### src/rtl/isqrt_seq.sv
// -----------------------------------------------------------------------------
// isqrt_seq -- sequential integer square root, restoring digit-by-digit method.
//
// Accepts one WIDTH-bit unsigned operand through a valid/ready handshake,
// resolves BPC root bits per clock and presents the floor root, the remainder
// x - floor_root^2 and an optionally rounded root through a second
// valid/ready handshake.  One operation is in flight at a time.
//
// Parameters
//   WIDTH : operand width in bits, even and >= 4.
//   BPC   : root bits resolved per RUN cycle, 1 or 2, must divide WIDTH/2.
//
// Ports
//   clk       : clock, rising edge.
//   rst       : asynchronous, active-high reset.
//   in_valid  : operand offered by the producer.
//   in_ready  : block is idle and will accept an operand.
//   in_data   : unsigned operand x.
//   in_round  : 1 = round root to nearest, 0 = floor.
//   out_valid : result available.
//   out_ready : consumer accepts the result.
//   out_root  : root (floor or rounded).
//   out_rem   : x - floor_root^2, always from the unrounded root.
//   out_sat   : rounding would overflow the root; out_root saturated.
//   busy      : block is not idle.
//
// Latency from the accepting edge to out_valid is WIDTH/(2*BPC) edges.
// All outputs are registers; out_ready only steers the state register, so
// there is no combinational path from out_ready to in_ready.
// -----------------------------------------------------------------------------
module isqrt_seq #(
    parameter int WIDTH = 16,
    parameter int BPC   = 1
) (
    input  logic               clk,
    input  logic               rst,
    input  logic               in_valid,
    output logic               in_ready,
    input  logic [WIDTH-1:0]   in_data,
    input  logic               in_round,
    output logic               out_valid,
    input  logic               out_ready,
    output logic [WIDTH/2-1:0] out_root,
    output logic [WIDTH/2:0]   out_rem,
    output logic               out_sat,
    output logic               busy
);

    // Root width, internal remainder width (two guard bits keep the trial
    // subtraction from truncating), iteration count and counter width.
    localparam int HW   = WIDTH / 2;
    localparam int RW   = HW + 2;
    localparam int ITER = WIDTH / (2 * BPC);
    localparam int CW   = (ITER > 1) ? $clog2(ITER) : 1;

    localparam logic [CW-1:0] LAST_CNT = CW'(ITER - 1);
    localparam logic [CW-1:0] CNT_ONE  = {{(CW-1){1'b0}}, 1'b1};
    localparam logic [HW-1:0] ROOT_ONE = {{(HW-1){1'b0}}, 1'b1};

    // The fourth encoding is never entered by the next-state logic; if it is
    // ever reached it falls back to IDLE on the following edge.
    typedef enum logic [1:0] {
        S_IDLE = 2'b00,
        S_RUN  = 2'b01,
        S_DONE = 2'b10
    } state_t;

    state_t          state_q,     state_d;
    logic [WIDTH-1:0] op_q,       op_d;
    logic [HW-1:0]   root_q,      root_d;
    logic [RW-1:0]   rem_q,       rem_d;
    logic [CW-1:0]   cnt_q,       cnt_d;
    logic            round_q,     round_d;
    logic [HW-1:0]   out_root_q,  out_root_d;
    logic [HW:0]     out_rem_q,   out_rem_d;
    logic            out_sat_q,   out_sat_d;
    logic            out_valid_q, out_valid_d;
    logic            in_ready_q,  in_ready_d;
    logic            busy_q,      busy_d;

    // Results of this cycle's BPC iterations and the rounding decision.
    logic [WIDTH-1:0] op_s;
    logic [HW-1:0]    root_s;
    logic [RW-1:0]    rem_s;
    logic [RW-1:0]    trial_s;
    logic             round_up_s;
    logic [HW-1:0]    fin_root_s;
    logic             fin_sat_s;

    // Datapath: BPC restoring iterations chained within one cycle.
    always_comb begin
        op_s    = op_q;
        root_s  = root_q;
        rem_s   = rem_q;
        trial_s = {RW{1'b0}};
        for (int i = 0; i < BPC; i++) begin
            // Bring down the next two operand bits into the remainder.
            rem_s   = {rem_s[RW-3:0], op_s[WIDTH-1 -: 2]};
            op_s    = {op_s[WIDTH-3:0], 2'b00};
            // Trial divisor 4*root + 1; subtract only if it fits.
            trial_s = {root_s, 2'b01};
            if (rem_s >= trial_s) begin
                rem_s  = rem_s - trial_s;
                root_s = {root_s[HW-2:0], 1'b1};
            end else begin
                root_s = {root_s[HW-2:0], 1'b0};
            end
        end
    end

    // Rounding: x - r^2 > r is exactly the condition x > (r + 1/2)^2 for
    // integer x, so the remainder comparison selects round-to-nearest.
    always_comb begin
        round_up_s = round_q && (rem_s > {2'b00, root_s});
        fin_root_s = root_s;
        fin_sat_s  = 1'b0;
        if (round_up_s && (&root_s)) begin
            fin_root_s = root_s;
            fin_sat_s  = 1'b1;
        end else if (round_up_s) begin
            fin_root_s = root_s + ROOT_ONE;
            fin_sat_s  = 1'b0;
        end else begin
            fin_root_s = root_s;
            fin_sat_s  = 1'b0;
        end
    end

    // Next-state logic for the FSM, working registers and output registers.
    always_comb begin
        state_d    = state_q;
        op_d       = op_q;
        root_d     = root_q;
        rem_d      = rem_q;
        cnt_d      = cnt_q;
        round_d    = round_q;
        out_root_d = out_root_q;
        out_rem_d  = out_rem_q;
        out_sat_d  = out_sat_q;

        case (state_q)
            S_IDLE: begin
                if (in_valid) begin
                    op_d    = in_data;
                    round_d = in_round;
                    root_d  = {HW{1'b0}};
                    rem_d   = {RW{1'b0}};
                    cnt_d   = {CW{1'b0}};
                    state_d = S_RUN;
                end else begin
                    state_d = S_IDLE;
                end
            end
            S_RUN: begin
                op_d   = op_s;
                root_d = root_s;
                rem_d  = rem_s;
                cnt_d  = cnt_q + CNT_ONE;
                if (cnt_q == LAST_CNT) begin
                    // Final remainder <= 2*root, so the top guard bit is zero.
                    out_root_d = fin_root_s;
                    out_rem_d  = rem_s[HW:0];
                    out_sat_d  = fin_sat_s;
                    state_d    = S_DONE;
                end else begin
                    state_d = S_RUN;
                end
            end
            S_DONE: begin
                if (out_ready) begin
                    state_d = S_IDLE;
                end else begin
                    state_d = S_DONE;
                end
            end
            default: begin
                state_d = S_IDLE;
            end
        endcase

        // Handshake flags are registered copies decoded from the next state.
        in_ready_d  = (state_d == S_IDLE);
        busy_d      = (state_d != S_IDLE);
        out_valid_d = (state_d == S_DONE);
    end

    // State, working and output registers with asynchronous reset.
    always_ff @(posedge clk or posedge rst) begin
        if (rst) begin
            state_q     <= S_IDLE;
            op_q        <= {WIDTH{1'b0}};
            root_q      <= {HW{1'b0}};
            rem_q       <= {RW{1'b0}};
            cnt_q       <= {CW{1'b0}};
            round_q     <= 1'b0;
            out_root_q  <= {HW{1'b0}};
            out_rem_q   <= {(HW+1){1'b0}};
            out_sat_q   <= 1'b0;
            out_valid_q <= 1'b0;
            in_ready_q  <= 1'b1;
            busy_q      <= 1'b0;
        end else begin
            state_q     <= state_d;
            op_q        <= op_d;
            root_q      <= root_d;
            rem_q       <= rem_d;
            cnt_q       <= cnt_d;
            round_q     <= round_d;
            out_root_q  <= out_root_d;
            out_rem_q   <= out_rem_d;
            out_sat_q   <= out_sat_d;
            out_valid_q <= out_valid_d;
            in_ready_q  <= in_ready_d;
            busy_q      <= busy_d;
        end
    end

    assign in_ready  = in_ready_q;
    assign busy      = busy_q;
    assign out_valid = out_valid_q;
    assign out_root  = out_root_q;
    assign out_rem   = out_rem_q;
    assign out_sat   = out_sat_q;

endmodule

### config.mk
export PLATFORM = sky130hd
export DESIGN_NAME = isqrt_seq
export DESIGN_NICKNAME = d
export VERILOG_FILES = /design/src/rtl/isqrt_seq.sv
export SDC_FILE = /design/constraint.sdc
export NUM_CORES = 1
export LEC_CHECK = 0
export ABC_AREA = 1
export CAP_MARGIN = 20
export CORE_ASPECT_RATIO = 0.8
export CORE_MARGIN = 10
export CORE_UTILIZATION = 39
export DETAILED_ROUTE_END_ITERATION = 12
export HOLD_SLACK_MARGIN = 0.12
export PLACE_DENSITY = 0.58
export SLEW_MARGIN = 20
export SYNTH_ARGS = -nofsm -noshare
export SYNTH_HDL_FRONTEND = slang
export SYNTH_SLANG_ARGS = --single-unit
### constraint.sdc
create_clock -name clk -period 6.8 [get_ports clk]
set_input_delay 0.68 -clock clk [delete_from_list [all_inputs] [get_ports clk]]
set_output_delay 0.68 -clock clk [all_outputs]
set_load 0.01 [all_outputs]
==> results of run 1 <==
==> registers in the layout, indices dropped and copies added, names as in the netlist <==
name	cells
busy	1
cnt_q	3
in_ready	1
op_q	16
out_rem	9
out_root	8
out_sat	1
out_valid	1
rem_q	8
root_q	8
round_q	1
state_q	2
==> synthesized netlist by cell type, types with 3 or more instances <==
| cell | instances | area share [%] |
|---|---|---|
| nand3_2 | 3 | 0.91 |
| a21oi_1 | 20 | 3.0 |
| inv_1 | 41 | 4.6 |
| nand4_1 | 5 | 0.94 |
| o22ai_1 | 10 | 1.9 |
| xor2_1 | 8 | 2.1 |
| clkbuf_1 | 11 | 1.2 |
| o21ai_0 | 41 | 6.2 |
| dfrtp_1 | 58 | 44 |
| nor2_1 | 31 | 3.5 |
| nand2_1 | 107 | 12 |
| or2_2 | 6 | 1.1 |
| nand3_1 | 28 | 4.2 |
| nand2_2 | 3 | 0.57 |
| ha_1 | 21 | 7.9 |
==> worst paths after layout <==
| path | startpoint | end | slack, ns |
|---|---|---|---|
| max | root_q[1]$_DFFE_PP0P_ | out_root[3]$_DFFE_PP0P_ | 2.45 |
| min reg2reg | op_q[1]$_DFFE_PP0P_ | op_q[1]$_DFFE_PP0P_ | 0.48 |
| max reg2reg | root_q[1]$_DFFE_PP0P_ | out_root[3]$_DFFE_PP0P_ | 2.45 |
| min | op_q[1]$_DFFE_PP0P_ | op_q[1]$_DFFE_PP0P_ | 0.48 |
| min in group asynchronous | rst | out_root[0]$_DFFE_PP0P_ | 0.86 |
| max in group asynchronous | rst | rem_q[2]$_DFFE_PP0P_ | 5.43 |
==> stage by stage <==
stage               instance area, um^2  setup WS, ns  instances  hold slack (ns)
floorplan                          3320          3.43        415            0.442
global placement                   3810          2.54        555            0.460
detailed placement                 3810          2.47        555            0.468
CTS                                4040          2.47        571            0.487
global route                       4040          1.91        571            0.509
finish                             4040          2.45        571            0.482
==> area by class of cell <==
type | instances | share of cell area (%)
clock buffers | 10 | 3.40
clock inverters | 6 | 2.35
inverters | 41 | 3.81
multi-input cells | 300 | 39.9
flip-flops and latches | 59 | 36.6
well taps | 112 | 3.47
repair buffers | 43 | 10.5
==> per-layer routing <==
metal,up-vias,GRT usage [%],share of wire [%]
met5,-,0,0
met4,0,3.49,0.83
met3,8,4.11,5.5
met2,71,20.4,43
met1,1283,19.1,51
li1,1452,-,-
==> cells in the final DEF (no fill, tap or decap) <==
cell / n
o21a_1: 1
or2_2: 6
nor3_1: 1
xnor2_1: 2
nand2_1: 107
o22ai_1: 10
nor4_1: 1
ha_1: 21
nand3_2: 3
dfstp_2: 1
bufinv_16: 2
o21ai_1: 1
nor2_1: 31
o21ai_0: 41
inv_2: 1
clkinv_4: 2
o31ai_1: 2
inv_1: 40
nand3_4: 1
inv_6: 2
a2bb2oi_1: 1
a21o_1: 1
nor2_2: 1
xor2_1: 8
o21bai_1: 1
nand4_1: 5
dfrtp_1: 58
nand3_1: 28
buf_4: 2
a21oi_1: 20
clkdlybuf4s50_1: 41
a22oi_1: 2
a22o_1: 2
clkbuf_8: 10
nand2_2: 3
==> worst min-delay path: stages (launching register included) <==
cell     delay [ns]
dfrtp_1        0.35
nand2_1        0.05
nand2_1        0.05
==> cells by family after synthesis <==
kind of cell	count (synthesis)
and+or+nand+nor	187
AOI/OAI and AO/OA	82
DFF	59
buffers and inverters	56
adders and majority gates	21
xor gates and xnor gates	10
==> results.cfg, run 1 <==
[yosys]
ys_async_sr_fraction_pct = 100
synth_top_family_by_area = simple AND/OR/NAND/NOR gates
synth_fa_ha_area_share_pct = 7.92
synth_flop_cell = dfrtp_1
ys_seq_area_share_pct = 44.5
syn_nets = 457
synth-edff-count = 0
synth_seq_cells = 59
yosys.area_share.simple_pct = 24.4
muxShareOfSynthArea_pct = 0
ys_types = 31
syn_avg_cell_area_um2 = 8.00
syn_area_mm2 = 0.00332
synthXorXnorAreaFrac_pct = 2.64
yosysWarnings = 0
synth_compound_area_share_pct = 13.6
synthCells = 415

[final_layout]
num_antenna_cells = 0
drive_above_1_share_pct = 7.41
final_net_count = 496
nFillCells = 819
syn_to_final_growth_pct = 21.8
final_util_pct = 48.3
seqCellArea_mm2 = 0.00148
multi_input_area_mm2 = 0.00161

[worst_setup_path]
critPathMaxFanout = 21
critical_path_class = reg -> reg
r2r_cells = 27
worst-path-stages = 27
cpMostUsedCell = nand2_1
slowest_delay_ns = 0.44
cp-start-kind = flop
critPathCaptureType = flop
crit_slowest_cell = dfrtp_1
required_ns = 7.03
arrival_ns = 4.58
path_delay_family = simple AND/OR/NAND/NOR gates
crit_buf_inv = 3

[timing]
min_period_ns = 4.35
slew_headroom_pct = 34.0
clock-skew-final_ns = 0.00832
min_period_over_period_pct = 64.0
setup_violations = 0
tightest_slew_ns = 0.987
slew_violations = 0
hold_viol = 0
tns_ns = 0
rsz0062_at_grt = false
clock.fmax_mhz = 230

[hold_path]
hold_depth = 2
min_path_type = reg -> reg

[grt]
grt_overflow = 0
grt_max_degree = 60
antenna_found_initial = 0
first_global_vias = 2780
grt_pass1_wl_mm = 14.0
grt.total_usage_pct = 13.7

[route]
wl_per_cell_um = 14.3
ant_nets = 0
wirelength_mm = 8.19
via_per_inst = 4.93
drt-initial-drc-count = 181
vias = 2814
drtPass1Iterations = 4
drc = 0

[floorplanning]
io_pins = 42
die_h_um = 103
core_mm2 = 0.00837
die_area_mm2 = 0.0126
die_x_um = 123
initial_core_util_pct = 39.6
rows = 30

[cts]
numCtsBuffers = 9
cts.clk_slew.worst_paths_ns = 0.07
postCtsSetupBuffers = 0
cts_tree = yes
clockBufferDepth = 2
holdBufCountCts = 0
clock_sinks = 59
cts_resized = 0
root_buffer = clkbuf_8
insertion_delay_ns = 0.34
htree_levels = 3

[outcome]
status = completed

[flow_run]
max_cap_viol_count = 0

[place]
numPortBuffers = 41
gp_congestion = 0.887
post-dp-hpwl_mm = 5.93
Power of run 1 is not shown: default switching activity piles up to over one toggle a cycle in this logic, so the estimate is an artifact.
==> run 2, diff against run 1 <==
--- a/config.mk
+++ b/config.mk
@@ -12,7 +12,7 @@
 export CORE_UTILIZATION = 39
 export DETAILED_ROUTE_END_ITERATION = 12
 export HOLD_SLACK_MARGIN = 0.12
-export PLACE_DENSITY = 0.58
+export PLACE_DENSITY = 0.6
 export SLEW_MARGIN = 20
 export SYNTH_ARGS = -nofsm -noshare
 export SYNTH_HDL_FRONTEND = slang
==> constraint.sdc (replaced) <==
create_clock -name clk -period 3.7 [get_ports clk]
set_input_delay 0.37 -clock clk [delete_from_list [all_inputs] [get_ports clk]]
set_output_delay 0.37 -clock clk [all_outputs]
set_load 0.01 [all_outputs]
==> run 2 against run 1 <==
Net effect:
- critical path type unchanged
- first-iteration DRC count rose by 14%
- core utilization rose by 4.2 points
- highest routed layer unchanged
- largest cell class unchanged
- non-clock buffer count rose by 26
- flip-flop and latch count did not move
- cell area rose by 8.6%
- worst hold slack got worse by 0.097 ns
==> results.cfg, run 2 (same netlist as run 1, synthesis figures left out) <==
[floorplanning]
die_x_um = 123
initial_core_util_pct = 39.6
io_pins = 42
die_area_mm2 = 0.0126
die_h_um = 103
rows = 30
core_mm2 = 0.00837

[final_layout]
regMostFlops = op_q
syn_to_final_growth_pct = 32.4
final_common_cell = nand2_1
final_net_count = 522
final_cell_area_mm2 = 0.00439
drive_above_1_share_pct = 17.1
nFillCells = 798
num_antenna_cells = 0
largest_reg_flops = 16
final_cell_mix = nand2_1 (104), dfrtp_1 (56), clkdlybuf4s50_1 (41)

[route]
drc = 0
via_per_inst = 4.98
wirelength_mm = 8.89
drtPass1Iterations = 4
wl_per_cell_um = 14.9
ant_nets = 0
vias = 2973
drt-initial-drc-count = 206

[cts]
numCtsBuffers = 9
holdBufCountCts = 0
root_buffer = clkbuf_8
clock_sinks = 59
clockBufferDepth = 2
htree_levels = 3
insertion_delay_ns = 0.35
cts.clk_slew.worst_paths_ns = 0.07
cts_tree = yes

[worst_setup_path]
regToRegEndpoint = out_root[2]$_DFFE_PP0P_
critical_path.startpoint = op_q[14]$_DFFE_PP0P_
r2r_slack_ns = 0.19
critical_path_class = reg -> reg
r2r_cells = 26
critPathMaxFanout = 6
critPathCaptureType = flop
arrival_ns = 3.79
r2r-start = op_q[14]$_DFFE_PP0P_
required_ns = 3.99
cp-start-kind = flop

[timing]
clock-skew-final_ns = 0.00780
hold_viol = 0
min_period_over_period_pct = 94.7
clock.fmax_mhz = 285
min_period_ns = 3.51
tightest_slew_ns = 0.897
slew_headroom_pct = 40.1
slew_violations = 0
setup_violations = 0

[grt]
met1_usage_pct = 19.3
grt_pass1_wl_mm = 14.5
grt.busiest_layer = met2
grt_use_met3_pct = 5.75
grt_use_met2_pct = 21.4
grt.total_usage_pct = 14.5
grt_max_degree = 35
grt_overflow = 0
antenna_found_initial = 0
first_global_vias = 2935

[outcome]
status = completed

[flow_run]
max_cap_viol_count = 0

[place]
numPortBuffers = 41
gp_congestion = 0.889
dpl_cell_area_mm2 = 0.00394
post-dp-hpwl_mm = 6.37

[hold_path]
min_path_type = in -> async
run 2: cell types whose count changed in the layout (fill, tap and decap cells not counted), moves of 3 or more:
cell and change:
nand2_1 -3, ha_4 +8, ha_1 -8, nor2_1 -3, buf_4 +24, nand2_2 +3, o21ai_0 -4, inv_2 +3
inv_1 -3
run 2: metal layers:
| layer | share of wire, % | vias up |
|---|---|---|
| li1 | - | 1502 |
| met1 | 47 | 1399 |
| met2 | 45 | 61 |
| met3 | 6.6 | 11 |
| met4 | 1.3 | 0 |
| met5 | 0 | - |
run 2: per-stage QoR:
stage	worst slack (ns)	util, %	TNS (ns)	hold WS [ns]	std cells
final	0.195	52.5	0	0.385	597
after global routing	-0.0864	52.5	-0.502	0.440	597
after CTS	0.00750	49.9	0	0.407	588
after detailed placement	-0.0294	47.0	-0.112	0.466	572
after global placement	0.0501	47.0	0	0.462	572
after floorplan	0.328	-	0	0.442	415
run 2: area by class of cell:
class | instances | area [um^2] | share of cell area (%)
clock buffer | 9 | 124 | 2.82
inverter | 41 | 154 | 3.50
sequential | 59 | 1480 | 33.7
clock inverter | 7 | 116 | 2.65
tap | 112 | 140 | 3.19
multi-input combinational | 300 | 1750 | 39.8
timing repair buffer | 69 | 628 | 14.3
run 2: timing repair:
| item | CTS | global route |
|---|---|---|
| setup buffers | 0 | 8 |
| setup endpoints to repair | 7 | 9 |
| cloned | 0 | 1 |
| pin swaps | 0 | 3 |
| gates resized for setup | 3 | 30 |
run 2: worst max path at each step:
stage,endpoint,cells past startpoint
finish,out_root[2]$_DFFE_PP0P_,26
global route,out_root[2]$_DFFE_PP0P_,27
CTS,out_root[2]$_DFFE_PP0P_,27
detailed placement,out_root[2]$_DFFE_PP0P_,26
global placement,out_root[5]$_DFFE_PP0P_,26
floorplan,out_root[1]$_DFFE_PP0P_,26
run 2: critical path, cell delays in order, from the launching register on:
cell and delay [ns]:
dfrtp_1 0.49, inv_1 0.13, ha_1 0.25, inv_1 0.08, nand2_1 0.06, nand3_2 0.08
nand2_1 0.08, nand2_2 0.10, inv_1 0.08, or2_2 0.28, o21ai_2 0.07, inv_1 0.09
ha_4 0.27, nand2_1 0.07, nor2_2 0.14, nand2_1 0.08, or2_2 0.27, nand3_1 0.07
nand2_1 0.05, nand2_1 0.05, nand2_1 0.06, nand3_2 0.10, buf_6 0.14, nand3_4 0.09
nand3_1 0.12, nand2_1 0.05, nand2_1 0.06
Power of run 2 is left out for the same reason.
